==> src/rtl/multicycle_control_if.sv <==
// Handshake bundle between the multicycle control FSM and its datapath/memory side.
// Member suffixes are from the control block's point of view (_i into it, _o out of it).
interface multicycle_control_if #(
   parameter int STATE_W = 4
);
   logic               run_i;
   logic [6:0]         opcode_i;
   logic [2:0]         funct3_i;
   logic               funct7_5_i;
   logic               zero_i;
   logic               mem_ready_i;

   logic               pc_write_o;
   logic               pc_src_o;
   logic               ir_write_o;
   logic               iord_o;
   logic               mem_read_o;
   logic               mem_write_o;
   logic               reg_write_o;
   logic               mem_to_reg_o;
   logic               alu_src_a_o;
   logic [1:0]         alu_src_b_o;
   logic [3:0]         alu_sel_o;
   logic               busy_o;
   logic               illegal_o;
   logic               timeout_o;
   logic [STATE_W-1:0] state_o;

   modport master (
      output run_i, opcode_i, funct3_i, funct7_5_i, zero_i, mem_ready_i,
      input  pc_write_o, pc_src_o, ir_write_o, iord_o, mem_read_o, mem_write_o,
             reg_write_o, mem_to_reg_o, alu_src_a_o, alu_src_b_o, alu_sel_o,
             busy_o, illegal_o, timeout_o, state_o
   );

   modport slave (
      input  run_i, opcode_i, funct3_i, funct7_5_i, zero_i, mem_ready_i,
      output pc_write_o, pc_src_o, ir_write_o, iord_o, mem_read_o, mem_write_o,
             reg_write_o, mem_to_reg_o, alu_src_a_o, alu_src_b_o, alu_sel_o,
             busy_o, illegal_o, timeout_o, state_o
   );
endinterface

==> src/rtl/multicycle_control.sv <==
// Multi-cycle RV32I main control: sequences FETCH/DECODE/EXEC/MEM/WB against a wait-state memory
// and latches illegal-instruction / memory-timeout faults into an absorbing FAULT state.
module multicycle_control #(
   parameter int MAX_WAIT  = 16,
   parameter bit EN_SHIFTS = 1'b1,
   parameter int STATE_W   = 4
) (
   input logic                 clk,
   input logic                 rst_n,
   multicycle_control_if.slave bus
);
   localparam int CNT_W = $clog2(MAX_WAIT + 1);

   localparam logic [3:0] ALU_AND  = 4'b0000, ALU_OR   = 4'b0001, ALU_ADD = 4'b0010;
   localparam logic [3:0] ALU_XOR  = 4'b0011, ALU_SUB  = 4'b0110, ALU_SLT = 4'b0111;
   localparam logic [3:0] ALU_SLL  = 4'b1000, ALU_SRL  = 4'b1001, ALU_SRA = 4'b1010;
   localparam logic [3:0] ALU_SLTU = 4'b1011;

   localparam logic [6:0] OP_R = 7'b0110011, OP_I = 7'b0010011, OP_LD = 7'b0000011;
   localparam logic [6:0] OP_ST = 7'b0100011, OP_BR = 7'b1100011;

   typedef enum logic [3:0] {
      S_IDLE, S_FETCH, S_DECODE, S_EXEC_R, S_EXEC_I, S_MEM_ADDR,
      S_MEM_RD, S_MEM_WR, S_WB_ALU, S_WB_MEM, S_BRANCH, S_FAULT
   } state_t;

   state_t           state_q, state_d;
   logic [CNT_W-1:0] wait_cnt_q, wait_cnt_d;
   logic             illegal_q, illegal_d;
   logic             timeout_q, timeout_d;

   logic       pc_write, pc_src, ir_write, iord, mem_read, mem_write;
   logic       reg_write, mem_to_reg, alu_src_a;
   logic [1:0] alu_src_b;
   logic [3:0] alu_sel, alu_funct;
   logic       is_shift, mem_wait;
   state_t     end_state;

   always_ff @(posedge clk or negedge rst_n) begin
      if (!rst_n) begin
         state_q    <= S_IDLE;
         wait_cnt_q <= '0;
         illegal_q  <= 1'b0;
         timeout_q  <= 1'b0;
      end else begin
         state_q    <= state_d;
         wait_cnt_q <= wait_cnt_d;
         illegal_q  <= illegal_d;
         timeout_q  <= timeout_d;
      end
   end

   // funct7_5 selects SUB only for register-register ops; ADDI ignores IR[30]
   always_comb begin
      alu_funct = ALU_ADD;
      case (bus.funct3_i)
         3'b000:  alu_funct = (state_q == S_EXEC_R && bus.funct7_5_i) ? ALU_SUB : ALU_ADD;
         3'b001:  alu_funct = ALU_SLL;
         3'b010:  alu_funct = ALU_SLT;
         3'b011:  alu_funct = ALU_SLTU;
         3'b100:  alu_funct = ALU_XOR;
         3'b101:  alu_funct = bus.funct7_5_i ? ALU_SRA : ALU_SRL;
         3'b110:  alu_funct = ALU_OR;
         default: alu_funct = ALU_AND;
      endcase
   end

   assign is_shift  = (bus.funct3_i == 3'b001) || (bus.funct3_i == 3'b101);
   assign mem_wait  = (state_q == S_FETCH) || (state_q == S_MEM_RD) || (state_q == S_MEM_WR);
   assign end_state = bus.run_i ? S_FETCH : S_IDLE;

   always_comb begin
      state_d    = state_q;
      wait_cnt_d = wait_cnt_q;
      illegal_d  = illegal_q;
      timeout_d  = timeout_q;
      pc_write   = 1'b0;
      pc_src     = 1'b0;
      ir_write   = 1'b0;
      iord       = 1'b0;
      mem_read   = 1'b0;
      mem_write  = 1'b0;
      reg_write  = 1'b0;
      mem_to_reg = 1'b0;
      alu_src_a  = 1'b0;
      alu_src_b  = 2'd0;
      alu_sel    = ALU_AND;
      case (state_q)
         S_IDLE: if (bus.run_i) state_d = S_FETCH;
         S_FETCH: begin
            mem_read  = 1'b1;
            alu_src_b = 2'd1;
            alu_sel   = ALU_ADD;
            if (bus.mem_ready_i) begin
               ir_write = 1'b1;
               pc_write = 1'b1;
               state_d  = S_DECODE;
            end
         end
         S_DECODE: begin
            alu_src_b = 2'd2;
            alu_sel   = ALU_ADD;
            if ((bus.opcode_i == OP_R || bus.opcode_i == OP_I) && !EN_SHIFTS && is_shift) begin
               state_d   = S_FAULT;
               illegal_d = 1'b1;
            end else if (bus.opcode_i == OP_R) state_d = S_EXEC_R;
            else if (bus.opcode_i == OP_I) state_d = S_EXEC_I;
            else if (bus.opcode_i == OP_LD || bus.opcode_i == OP_ST) state_d = S_MEM_ADDR;
            else if (bus.opcode_i == OP_BR && bus.funct3_i == 3'b000) state_d = S_BRANCH;
            else begin
               state_d   = S_FAULT;
               illegal_d = 1'b1;
            end
         end
         S_EXEC_R: begin
            alu_src_a = 1'b1;
            alu_sel   = alu_funct;
            state_d   = S_WB_ALU;
         end
         S_EXEC_I: begin
            alu_src_a = 1'b1;
            alu_src_b = 2'd2;
            alu_sel   = alu_funct;
            state_d   = S_WB_ALU;
         end
         S_MEM_ADDR: begin
            alu_src_a = 1'b1;
            alu_src_b = 2'd2;
            alu_sel   = ALU_ADD;
            state_d   = (bus.opcode_i == OP_LD) ? S_MEM_RD : S_MEM_WR;
         end
         S_MEM_RD: begin
            mem_read = 1'b1;
            iord     = 1'b1;
            if (bus.mem_ready_i) state_d = S_WB_MEM;
         end
         S_MEM_WR: begin
            mem_write = 1'b1;
            iord      = 1'b1;
            if (bus.mem_ready_i) state_d = end_state;
         end
         S_WB_ALU: begin
            reg_write = 1'b1;
            state_d   = end_state;
         end
         S_WB_MEM: begin
            reg_write  = 1'b1;
            mem_to_reg = 1'b1;
            state_d    = end_state;
         end
         S_BRANCH: begin
            alu_src_a = 1'b1;
            alu_sel   = ALU_SUB;
            pc_src    = 1'b1;
            pc_write  = bus.zero_i;
            state_d   = end_state;
         end
         S_FAULT: state_d = S_FAULT;
         default: state_d = S_IDLE;
      endcase

      // The wait that would reach MAX_WAIT faults instead; a ready in that same cycle never gets here
      if (mem_wait && !bus.mem_ready_i) begin
         if (wait_cnt_q == CNT_W'(MAX_WAIT - 1)) begin
            state_d   = S_FAULT;
            timeout_d = 1'b1;
         end else begin
            wait_cnt_d = wait_cnt_q + 1'b1;
         end
      end
      if (state_d != state_q) wait_cnt_d = '0;
   end

   assign bus.pc_write_o   = pc_write;
   assign bus.pc_src_o     = pc_src;
   assign bus.ir_write_o   = ir_write;
   assign bus.iord_o       = iord;
   assign bus.mem_read_o   = mem_read;
   assign bus.mem_write_o  = mem_write;
   assign bus.reg_write_o  = reg_write;
   assign bus.mem_to_reg_o = mem_to_reg;
   assign bus.alu_src_a_o  = alu_src_a;
   assign bus.alu_src_b_o  = alu_src_b;
   assign bus.alu_sel_o    = alu_sel;
   assign bus.busy_o       = (state_q != S_IDLE) && (state_q != S_FAULT);
   assign bus.illegal_o    = illegal_q;
   assign bus.timeout_o    = timeout_q;
   assign bus.state_o      = STATE_W'(state_q);
endmodule

==> src/flat_wrapper.sv <==
// flat-port wrapper written by rule: the top's interface ports become plain ports
module multicycle_control_flat 
#(
   parameter int MAX_WAIT  = 16,
   parameter bit EN_SHIFTS = 1'b1,
   parameter int STATE_W   = 4
)
  (clk, rst_n, bus_run_i, bus_opcode_i, bus_funct3_i, bus_funct7_5_i, bus_zero_i, bus_mem_ready_i, bus_pc_write_o, bus_pc_src_o, bus_ir_write_o, bus_iord_o, bus_mem_read_o, bus_mem_write_o, bus_reg_write_o, bus_mem_to_reg_o, bus_alu_src_a_o, bus_alu_src_b_o, bus_alu_sel_o, bus_busy_o, bus_illegal_o, bus_timeout_o, bus_state_o);
  multicycle_control_if #(.STATE_W(STATE_W)) bus_i ();
  input logic clk;
  input logic rst_n;
  input wire logic [$bits(bus_i.run_i)-1:0] bus_run_i;
  input wire logic [$bits(bus_i.opcode_i)-1:0] bus_opcode_i;
  input wire logic [$bits(bus_i.funct3_i)-1:0] bus_funct3_i;
  input wire logic [$bits(bus_i.funct7_5_i)-1:0] bus_funct7_5_i;
  input wire logic [$bits(bus_i.zero_i)-1:0] bus_zero_i;
  input wire logic [$bits(bus_i.mem_ready_i)-1:0] bus_mem_ready_i;
  output wire logic [$bits(bus_i.pc_write_o)-1:0] bus_pc_write_o;
  output wire logic [$bits(bus_i.pc_src_o)-1:0] bus_pc_src_o;
  output wire logic [$bits(bus_i.ir_write_o)-1:0] bus_ir_write_o;
  output wire logic [$bits(bus_i.iord_o)-1:0] bus_iord_o;
  output wire logic [$bits(bus_i.mem_read_o)-1:0] bus_mem_read_o;
  output wire logic [$bits(bus_i.mem_write_o)-1:0] bus_mem_write_o;
  output wire logic [$bits(bus_i.reg_write_o)-1:0] bus_reg_write_o;
  output wire logic [$bits(bus_i.mem_to_reg_o)-1:0] bus_mem_to_reg_o;
  output wire logic [$bits(bus_i.alu_src_a_o)-1:0] bus_alu_src_a_o;
  output wire logic [$bits(bus_i.alu_src_b_o)-1:0] bus_alu_src_b_o;
  output wire logic [$bits(bus_i.alu_sel_o)-1:0] bus_alu_sel_o;
  output wire logic [$bits(bus_i.busy_o)-1:0] bus_busy_o;
  output wire logic [$bits(bus_i.illegal_o)-1:0] bus_illegal_o;
  output wire logic [$bits(bus_i.timeout_o)-1:0] bus_timeout_o;
  output wire logic [$bits(bus_i.state_o)-1:0] bus_state_o;
  assign bus_i.run_i = bus_run_i;
  assign bus_i.opcode_i = bus_opcode_i;
  assign bus_i.funct3_i = bus_funct3_i;
  assign bus_i.funct7_5_i = bus_funct7_5_i;
  assign bus_i.zero_i = bus_zero_i;
  assign bus_i.mem_ready_i = bus_mem_ready_i;
  assign bus_pc_write_o = bus_i.pc_write_o;
  assign bus_pc_src_o = bus_i.pc_src_o;
  assign bus_ir_write_o = bus_i.ir_write_o;
  assign bus_iord_o = bus_i.iord_o;
  assign bus_mem_read_o = bus_i.mem_read_o;
  assign bus_mem_write_o = bus_i.mem_write_o;
  assign bus_reg_write_o = bus_i.reg_write_o;
  assign bus_mem_to_reg_o = bus_i.mem_to_reg_o;
  assign bus_alu_src_a_o = bus_i.alu_src_a_o;
  assign bus_alu_src_b_o = bus_i.alu_src_b_o;
  assign bus_alu_sel_o = bus_i.alu_sel_o;
  assign bus_busy_o = bus_i.busy_o;
  assign bus_illegal_o = bus_i.illegal_o;
  assign bus_timeout_o = bus_i.timeout_o;
  assign bus_state_o = bus_i.state_o;
  multicycle_control #(.MAX_WAIT(MAX_WAIT), .EN_SHIFTS(EN_SHIFTS), .STATE_W(STATE_W)) u_core (.clk(clk), .rst_n(rst_n), .bus(bus_i));
endmodule
==> config.mk <==
export PLATFORM = sky130hd
export DESIGN_NAME = multicycle_control_flat
export DESIGN_NICKNAME = d
export VERILOG_FILES = /design/src/rtl/multicycle_control_if.sv /design/src/rtl/multicycle_control.sv /design/src/flat_wrapper.sv
export SDC_FILE = /design/constraint.sdc
export NUM_CORES = 1
export LEC_CHECK = 0
export ABC_AREA = 1
export CAP_MARGIN = 25
export CORE_UTILIZATION = 39
export DETAILED_ROUTE_END_ITERATION = 8
export PLACE_DENSITY = 0.78
export REMOVE_ABC_BUFFERS = 1
export SLEW_MARGIN = 20
export SYNTH_ARGS = -nofsm -noshare
export SYNTH_HDL_FRONTEND = slang
export SYNTH_SLANG_ARGS = --single-unit
==> constraint.sdc <==
create_clock -name clk -period 1.8 [get_ports clk]
set_input_delay 0.54 -clock clk [delete_from_list [all_inputs] [get_ports clk]]
set_output_delay 0.54 -clock clk [all_outputs]
set_load 0.03 [all_outputs]
==> flow_summary.yaml <==
global_routing:
  grt_pass1_wl_um: 7890
  grt_use_total_pct: 40.0
  gr-total-overflow: 0
  grt_pass1_vias: 1662
  grt_max_degree: 12
  antenna_found_initial: 0
floorplan:
  core_area_sq_mm: 0.00230
  die_w_um: 52.5
  row_count: 17
  fp.dieH_um: 52.5
  die_area_sq_mm: 0.00276
  ios: 38
  start_util_pct: 43.3
clock_tree:
  cts-htree-levels: 1
  cts-buffers-inserted: 3
  clock-root-buffer: "clkbuf_4"
  clk_latency_ns: 0.28
  cts_tree: "built"
  cts_sinks: 11
  clk_pin_slew_worst_paths_ns: 0.08
  cts_max_path_buffers: 2
layout:
  drive_gt1_share_pct: 62.4
  instances_no_fill: 283
  antenna_cells: 0
  fin_nets: 274
  syn_to_final_growth_pct: 119
synthesis:
  synth.area.top_cells: "dfrtp_1 (28%), nand2_1 (15%), nor2_1 (10%), inv_1 (9.8%), nand3_1 (4.5%)"
  synth_top_area_share_pct: 27.7
  synthAdderAreaFrac_pct: 2.52
  synthMostInstantiatedCell: "nand2_1"
  synth_top_area_cell: "dfrtp_1"
  ys_ff_latch: 11
  synth_ff_type: "dfrtp_1"
  synth_area_sq_um: 995
  synth_common_cells: "nand2_1 (39), nor2_1 (27), inv_1 (26)"
  async_reset_ff_share_pct: 100
  synth_top_family_by_area: "simple AND/OR/NAND/NOR gates"
  synth_mux_area_share_pct: 2.14
  synthCells: 158
  ys_warn_count: 0
  synth-xor-area-share_pct: 2.64
  synth_compound_area_share_pct: 8.68
  syn_area_per_cell_sq_um: 6.30
  yosysSeqAreaShare_pct: 27.7
  synth.distinct_cells: 26
  synth-simple-area-share_pct: 45.0
  synth_edf_count: 0
setup_path:
  cp.arrival_ns: 1.71
  crit_path_end_kind: "primary output"
  required_ns: 1.26
  path_class: "input port to primary output"
  cp-start-kind: "input port"
  critPathMaxFanout: 4
drt:
  antenna_left: 0
  firstDrtPassIters: 4
  wl_met2_um: 2990
  via_per_inst: 6.22
  wl_per_cell_um: 22.7
  wirelength_um: 6420
  highest_layer: "met4"
  wl_met3_um: 707
  vias: 1759
  wl_met1_um: 2150
  drc_errors: 0
  drt_iter0_drc: 115
pwr:
  p_per_area_mw_per_mm2: 1270
  power.leakage_nw: 1.10
  power_mw: 2.77
  peakVddDrop_uv: 940
sta:
  finClkSkew_ns: 0.00823
  fin_ws_ns: -0.453
  period_needed_ns: 2.25
  worst_slew_pin_slew_ns: 0.500
  setup_viol: 24
  fin_crit_sh_pct: 125
  report.final.slew_viol_count: 0
  timing.slew.headroom_pct: 66.6
  finalHoldViolations: 0
  rsz0062_at_grt: "true"
  fmax_mhz: 444
run_status:
  status: "complete, but fails checks"
  violations: "setup timing"
job:
  maxCapViolations: 0
place:
  gp_congestion: 0.920
  hpwl_um: 2630
  port_buffers: 37
  dp_cells: 263
hold_path:
  min_path_type: "flop to flop"
[cell usage in the layout, fill, tap and decap left out, types with 2 or more instances in the layout]
| cell type | n |
|---|---|
| nand3_4 | 2 |
| nand2_4 | 6 |
| dlygate4sd2_1 | 14 |
| clkdlybuf4s15_1 | 2 |
| xor2_1 | 2 |
| inv_1 | 13 |
| clkdlybuf4s50_1 | 3 |
| a21oi_2 | 2 |
| nand4_1 | 5 |
| dfrtp_2 | 3 |
| nand2_1 | 27 |
| inv_2 | 14 |
| clkbuf_4 | 3 |
| nor2_4 | 18 |
| nand3_1 | 6 |
| dfrtp_1 | 8 |
| buf_4 | 44 |
| o21ai_0 | 3 |
| nor2_2 | 10 |
| nand3_2 | 3 |
| nand2_2 | 9 |
| buf_6 | 28 |
| inv_4 | 2 |
| nor2_1 | 6 |
| nand2_8 | 2 |
| o21ai_2 | 5 |
[through the flow]
step	cell area (sq um)	worst slack, ns	hold WS, ns	util [%]	setup TNS, ns
after global placement	1660	-0.346	0.449	72.3	-3.70
after global routing	2180	-0.582	0.495	94.9	-6.83
final	2180	-0.453	0.493	94.9	-6.04
after floorplan	995	-0.866	0.244	-	-3.97
after CTS	2000	-0.304	0.478	87.0	-2.70
after detailed placement	1660	-0.477	0.467	72.3	-4.86
[final timing paths]
| kind | start | slack [ns] | cells after the start | end |
|---|---|---|---|---|
| worst min-delay path | u_core.bus.timeout_o$_DFFE_PN0P_ | 0.49 | 2 | u_core.bus.timeout_o$_DFFE_PN0P_ |
| worst max-delay path | bus_funct3_i[1] | -0.45 | 6 | bus_alu_sel_o[1] |
| max in group asynchronous | rst_n | 0.84 | 1 | u_core.bus.state_o[3]$_DFF_PN0_ |
| min in group asynchronous | rst_n | 0.59 | 1 | u_core.wait_cnt_q[4]$_DFFE_PN0P_ |
| worst min register to register | u_core.bus.timeout_o$_DFFE_PN0P_ | 0.49 | 2 | u_core.bus.timeout_o$_DFFE_PN0P_ |
| worst max register to register | u_core.bus.state_o[3]$_DFF_PN0_ | -0.41 | 15 | u_core.wait_cnt_q[3]$_DFFE_PN0P_ |
[timing repair]
action,CTS,global route
gates resized for setup,103,49
setup buffers,13,6
endpoints found under the setup margin,27,24
hold endpoints to repair,0,0
pin swaps,27,15
hold buffers,0,0
[registers in the layout (all words and copies together) (netlist names)]
register / count
u_core.wait_cnt_q: 5
u_core.bus.illegal_o: 1
u_core.bus.timeout_o: 1
u_core.bus.state_o: 4
[report_power, final]
part           internal, mW  total [mW]  switching (mW)
Clock                0.0860       0.181          0.0948
Combinational         0.910        2.23            1.32
Sequential            0.290       0.358          0.0681
[layer usage]
layer / up-vias / track usage, %
met4: 0 / 20.6
met3: 72 / 9.57
met5: - / 0
li1: 698 / -
met2: 175 / 70.9
met1: 814 / 43.4
[critical path: stages]
cell	delay [ns]
dlygate4sd2_1	0.30
nor2_2	0.24
o21ai_0	0.21
nand3_2	0.13
nand4_1	0.12
buf_6	0.17
[logic make-up (layout without fill, tap and decap cells)]
| kind of cell | count (synthesis) | count (layout) |
|---|---|---|
| AO/OA/AOI/OAI | 15 | 15 |
| XOR/XNOR | 3 | 3 |
| adder cells (fa/ha/maj) | 2 | 2 |
| buffers and inverters | 30 | 127 |
| flip-flops | 11 | 11 |
| multiplexers | 2 | 2 |
| AND/OR/NAND/NOR | 95 | 95 |
[area by class of cell]
class	instances	area, sq um
inverters	30	119
repair buffers	93	828
flip-flops and latches	11	279
fillers	71	118
clock buffers	4	26.3
well taps	28	35.0
multi-input cells	117	892
Note: power is estimated with default switching activity, not from simulation.
